## config.mk

```make
export PLATFORM = sky130hd
export DESIGN_NAME = fb_ops_ctrl
export DESIGN_NICKNAME = d
export VERILOG_FILES = /design/src/rtl/fb_ops_ctrl.sv
export SDC_FILE = /design/constraint.sdc
export NUM_CORES = 1
export LEC_CHECK = 0
export CAP_MARGIN = 5
export CORE_MARGIN = 2
export CORE_UTILIZATION = 46
export DETAILED_ROUTE_END_ITERATION = 7
export HOLD_SLACK_MARGIN = 0.12
export MAX_ROUTING_LAYER = met4
export PLACE_DENSITY = 0.81
export SLEW_MARGIN = 25
export SYNTH_ARGS = -nofsm -noshare
export SYNTH_HDL_FRONTEND = slang
export SYNTH_SLANG_ARGS = --single-unit
export TNS_END_PERCENT = 1
```

## constraint.sdc

```tcl
create_clock -name clk -period 2.35 [get_ports clk]
set_clock_uncertainty 0.2 [all_clocks]
set_input_delay 0.47 -clock clk [delete_from_list [all_inputs] [get_ports clk]]
set_output_delay 0.47 -clock clk [all_outputs]
set_load 0.05 [all_outputs]
```

## src/rtl/fb_ops_ctrl.sv

```systemverilog
// Command engine and RAM port arbiter for the 80x25 text framebuffer.
// Define FB_OPS_FAIR_EN for round-robin host/engine arbitration (default: host priority).
module fb_ops_ctrl #(
    parameter int COLS = 80,
    parameter int ROWS = 25,
    parameter int AW   = 11,
    parameter int DW   = 9
) (
    input  logic          clk,
    input  logic          rst,
    input  logic          cmd_valid,
    input  logic [1:0]    cmd_op,
    input  logic [DW-1:0] cmd_fill,
    output logic          cmd_ready,
    output logic          busy,
    output logic          done,
    input  logic          h_req,
    input  logic          h_we,
    input  logic [AW-1:0] h_addr,
    input  logic [DW-1:0] h_wdata,
    output logic          h_gnt,
    output logic          h_rvalid,
    output logic [DW-1:0] h_rdata,
    output logic [AW-1:0] m_addr,
    output logic          m_we,
    output logic [DW-1:0] m_wdata,
    input  logic [DW-1:0] m_rdata
);

    localparam logic [AW-1:0] COLS_A = AW'(COLS);
    localparam logic [AW-1:0] LAST_A = AW'(COLS * ROWS - 1);
    localparam logic [AW-1:0] LROW_A = AW'(COLS * (ROWS - 1));

    typedef enum logic [2:0] {
        IDLE, CLR, SC_RD, SC_CAP, SC_WR, SC_FL, FIN
    } state_t;

    state_t        state_q, state_d;
    logic [AW-1:0] cnt_q, cnt_d;
    logic [DW-1:0] hold_q, hold_d;
    logic [DW-1:0] fill_q, fill_d;
    logic          done_q, done_d;
    logic          rvalid_q, rvalid_d;
    logic          eng_req, eng_gnt;

`ifdef FB_OPS_FAIR_EN
    logic          last_host_q, last_host_d;
`endif

    // Arbitration: decide who owns the RAM port this cycle.
    always_comb begin
        eng_req = (state_q == CLR) || (state_q == SC_RD) ||
                  (state_q == SC_WR) || (state_q == SC_FL);
`ifdef FB_OPS_FAIR_EN
        h_gnt = !rst && h_req && (!eng_req || !last_host_q);
`else
        h_gnt = !rst && h_req;
`endif
        eng_gnt = eng_req && !h_gnt;
    end

    // RAM port mux driven by the winner; idle port is all zeros.
    always_comb begin
        m_addr  = '0;
        m_we    = 1'b0;
        m_wdata = '0;
        if (h_gnt) begin
            m_addr  = h_addr;
            m_we    = h_we;
            m_wdata = h_wdata;
        end else if (eng_gnt) begin
            case (state_q)
                CLR, SC_FL: begin
                    m_addr  = cnt_q;
                    m_we    = 1'b1;
                    m_wdata = fill_q;
                end
                SC_RD: begin
                    m_addr = cnt_q + COLS_A;
                end
                SC_WR: begin
                    m_addr  = cnt_q;
                    m_we    = 1'b1;
                    m_wdata = hold_q;
                end
                default: ;
            endcase
        end
    end

    // Command FSM next-state; engine stalls whenever it is not granted.
    always_comb begin
        state_d  = state_q;
        cnt_d    = cnt_q;
        hold_d   = hold_q;
        fill_d   = fill_q;
        done_d   = 1'b0;
        rvalid_d = h_gnt && !h_we;
        case (state_q)
            IDLE: begin
                if (cmd_valid) begin
                    fill_d = cmd_fill;
                    cnt_d  = '0;
                    case (cmd_op)
                        2'd1:    state_d = CLR;
                        2'd2:    state_d = SC_RD;
                        default: state_d = FIN;
                    endcase
                end
            end
            CLR, SC_FL: begin
                if (eng_gnt) begin
                    if (cnt_q == LAST_A) begin
                        cnt_d   = '0;
                        state_d = FIN;
                    end else begin
                        cnt_d = cnt_q + AW'(1);
                    end
                end
            end
            SC_RD: begin
                if (eng_gnt) state_d = SC_CAP;
            end
            SC_CAP: begin
                hold_d  = m_rdata;
                state_d = SC_WR;
            end
            SC_WR: begin
                if (eng_gnt) begin
                    cnt_d   = cnt_q + AW'(1);
                    state_d = (cnt_q + AW'(1) == LROW_A) ? SC_FL : SC_RD;
                end
            end
            FIN: begin
                done_d  = 1'b1;
                state_d = IDLE;
            end
            default: state_d = IDLE;
        endcase
    end

    // State and datapath registers.
    always_ff @(posedge clk or posedge rst) begin
        if (rst) begin
            state_q  <= IDLE;
            cnt_q    <= '0;
            hold_q   <= '0;
            fill_q   <= '0;
            done_q   <= 1'b0;
            rvalid_q <= 1'b0;
        end else begin
            state_q  <= state_d;
            cnt_q    <= cnt_d;
            hold_q   <= hold_d;
            fill_q   <= fill_d;
            done_q   <= done_d;
            rvalid_q <= rvalid_d;
        end
    end

`ifdef FB_OPS_FAIR_EN
    // Remember which side used the port last so contention alternates.
    always_comb begin
        last_host_d = last_host_q;
        if (h_gnt)        last_host_d = 1'b1;
        else if (eng_gnt) last_host_d = 1'b0;
    end

    // Round-robin history register.
    always_ff @(posedge clk or posedge rst) begin
        if (rst) last_host_q <= 1'b0;
        else     last_host_q <= last_host_d;
    end
`endif

    assign cmd_ready = (state_q == IDLE);
    assign busy      = (state_q != IDLE);
    assign done      = done_q;
    assign h_rvalid  = rvalid_q;
    assign h_rdata   = m_rdata;

endmodule

```

==> metrics.cfg <==
[power]
power_density_mw_per_mm2 = 1110
p_sw_share_pct = 44.3
p_total_mw = 4.34
p_comb_share_pct = 64.0
p_int_mw = 2.41
clkPwrFrac_pct = 12.7
seqPwrFrac_pct = 23.2
p_switching_mw = 1.92
ir_drop_mv = 0.649
leakage_nw = 1.68

[global_route]
grt_max_degree = 24
grt_use_total_pct = 30.1
grt_overflow = 0
groute.layer.met2.usage_pct = 47.7
met1_usage_pct = 38.3
antenna_found_initial = 0
grt_util_met3_pct = 4.69
top_usage_layer = met2
grt_pass1_wl_um = 12400
grt_pass1_vias = 2528

[setup_path]
crit_path_end_kind = output port
worst_r2r_path_depth = 6
startpoint_type = register
crit_end = m_addr[9]
r2r-end = fill_q[1]$_DFFE_PP0P_
slowest_delay_ps = 360
crit_path_cell_trace = buf_4, a21o_1, nand3_1, xnor2_1, a21oi_1, o21ai_2, buf_12
critPathLaunch = cnt_q[5]$_DFFE_PP0P_
required_ps = 1680
arrival_ps = 1770
crit_type = reg -> out
crit_buf_inv = 2
rrSetupSlack_ps = 130
slowest_stage = dfrtp_1
worstPathMaxFanout = 8
r2r_start = state_q[0]$_DFFE_PP0P_
crit_family = compound AO/OA/AOI/OAI gates
crit_cells = 7

[logic_synthesis]
ys_warn_count = 0
seq_area_frac_synth_pct = 36.8
syn_avg_cell_area_um2 = 8.48
synth_flop_cell = dfrtp_1
synth_edf_count = 0
synth.net_count = 323
synth_top_area_cell = dfrtp_1
synth_cell_type_count = 45
synthCells = 273
synth.cell_area_mm2 = 0.00231
synth_area_leaders = dfrtp_1 (37%), mux2_2 (9.2%), o21ai_0 (6.7%), nand2_1 (6.3%), buf_4 (3.6%)
async_reset_ff_share_pct = 100
synth_top_area_share_pct = 36.8
ys_ff_latch = 34

[routing]
drt_first_pass_iters = 6
drc = 0
dr.first_iter.drc_count = 259
num_vias = 2561
routed_wl_um = 7980
wl_per_cell_um = 18.5
ant_nets = 0
vias_per_cell = 5.96

[timing]
slew_violations = 0
rsz0062_at_grt = true
max_clock_freq_mhz = 411
hold_viol = 0
fin_hold_ws_ps = 307
setup_viol = 21
fin_ws_ps = -85.3
fin_crit_sh_pct = 104
min_period_ps = 2440
slew_headroom_pct = 66.8
worst_pin_slew_ps = 496

[floorplanning]
core_area_mm2 = 0.00479
dieArea_mm2 = 0.00562
rows = 25
die_y_um = 74.9
start_util_pct = 48.4
ios = 80
chipWidth_um = 74.9

[finish]
final_layout_size_suffix_gt1_share_pct = 37.2
antenna_cells = 0
area_delta_synth_final_pct = 69.4
layout_common_cells = clkdlybuf4s50_1 (46), nand2_1 (37), buf_12 (34)
mostFrequentLayoutCell = clkdlybuf4s50_1
fin_nets = 413

[clocking]
clk_pin_slew_worst_paths_ps = 70
tritoncts = yes
cts_buffers = 5
htree_num_levels = 2
cts.path.max_buffers = 2
clockRootBuffer = clkbuf_8
postCtsHoldBufs = 0
clk-insertion-delay-late_ps = 280
clock-sinks = 34

[placement]
io_buffers = 79
hpwl_um = 5160
gp_congestion = 0.924

[run_status]
run_status = complete, but fails checks
violations = negative setup slack

[job]
cap_violations = 0

[worst_hold_path]
hold_class = reg -> reg

[how the worst min path moves through the flow]
stage | depth (start not counted) | endpoint | start
after floorplan | 1 | hold_q[5]$_DFFE_PP0P_ | hold_q[5]$_DFFE_PP0P_
after global placement | 1 | hold_q[5]$_DFFE_PP0P_ | hold_q[5]$_DFFE_PP0P_
after detailed placement | 1 | hold_q[7]$_DFFE_PP0P_ | hold_q[7]$_DFFE_PP0P_
after CTS | 1 | hold_q[6]$_DFFE_PP0P_ | hold_q[6]$_DFFE_PP0P_
after global routing | 1 | hold_q[3]$_DFFE_PP0P_ | hold_q[3]$_DFFE_PP0P_
final | 1 | hold_q[7]$_DFFE_PP0P_ | hold_q[7]$_DFFE_PP0P_
[cells in the mapped netlist (4+ instances only)]
library cell	number
a21oi_1	14
dfrtp_1	34
buf_2	7
buf_4	11
nand2b_1	4
ha_1	5
o21ai_0	31
a21o_1	6
clkbuf_1	7
nor3_1	8
nor2_1	17
a22oi_1	6
mux2_2	19
nand2_1	39
inv_1	7
a22o_1	7
nand3_1	7
[per-layer routing]
layer,part of all wire (%),routed length (um)
met1,39,3130
met2,50,3970
met3,8.6,685
met4,2.5,196
met5,0,0
[cell type report]
cell class	instances	area [um2]
sequential	34	853
inverter	7	28.8
clock buffer	6	82.6
tap	67	83.8
timing repair buffer	111	1400
clock inverter	1	30.0
fill	254	865
multi-input combinational	204	1440
[stage by stage]
stage                     setup WS (ps)  utilization (%)  TNS, ps  instances  area [um2]
after floorplan                    -210                -    -4070        273        2390
after global placement             -113             76.6    -1670        420        3660
after detailed placement           -132             76.6    -2350        420        3660
after CTS                         -7.84             81.4    -21.7        430        3900
after global routing               -184             81.9    -1660        430        3920
final                             -85.3             81.9     -737        430        3920
[sequential cells by signal, indices dropped and copies added (netlist names)]
register / cells
cnt_q: 11
done: 1
fill_q: 9
h_rvalid: 1
hold_q: 9
state_q: 3
[timing repair]
item                       4_1_cts  5_1_grt
hold endpoints to repair         0        0
resized for setup               29        7
setup endpoints to repair       21       21
buffers inserted                 3        0
pin swaps                        5        1
[cells by family (layout without fill, tap and decap cells)]
| logic type | count (synthesis) | in the layout | synth area share [%] |
|---|---|---|---|
| compound gates | 79 | 79 | 21.6 |
| mux | 19 | 19 | 9.24 |
| flops | 34 | 34 | 36.8 |
| fa+ha+maj | 5 | 5 | 2.70 |
| simple gates | 97 | 97 | 20.3 |
| xor+xnor | 4 | 4 | 1.51 |
| buf+inv | 35 | 125 | 7.84 |
[power groups by stage]
| stage | clock, mW | combinational (mW) | sequential (mW) |
|---|---|---|---|
| after floorplan | 0 | 1.53 | 0.919 |
| after global placement | 0 | 2.49 | 0.959 |
| after detailed placement | 0 | 2.54 | 0.976 |
| after CTS | 0.556 | 2.67 | 0.988 |
| after global routing | 0.584 | 2.90 | 1.03 |
| final | 0.553 | 2.78 | 1.01 |
No activity file was read; power rests on OpenSTA's default activity.
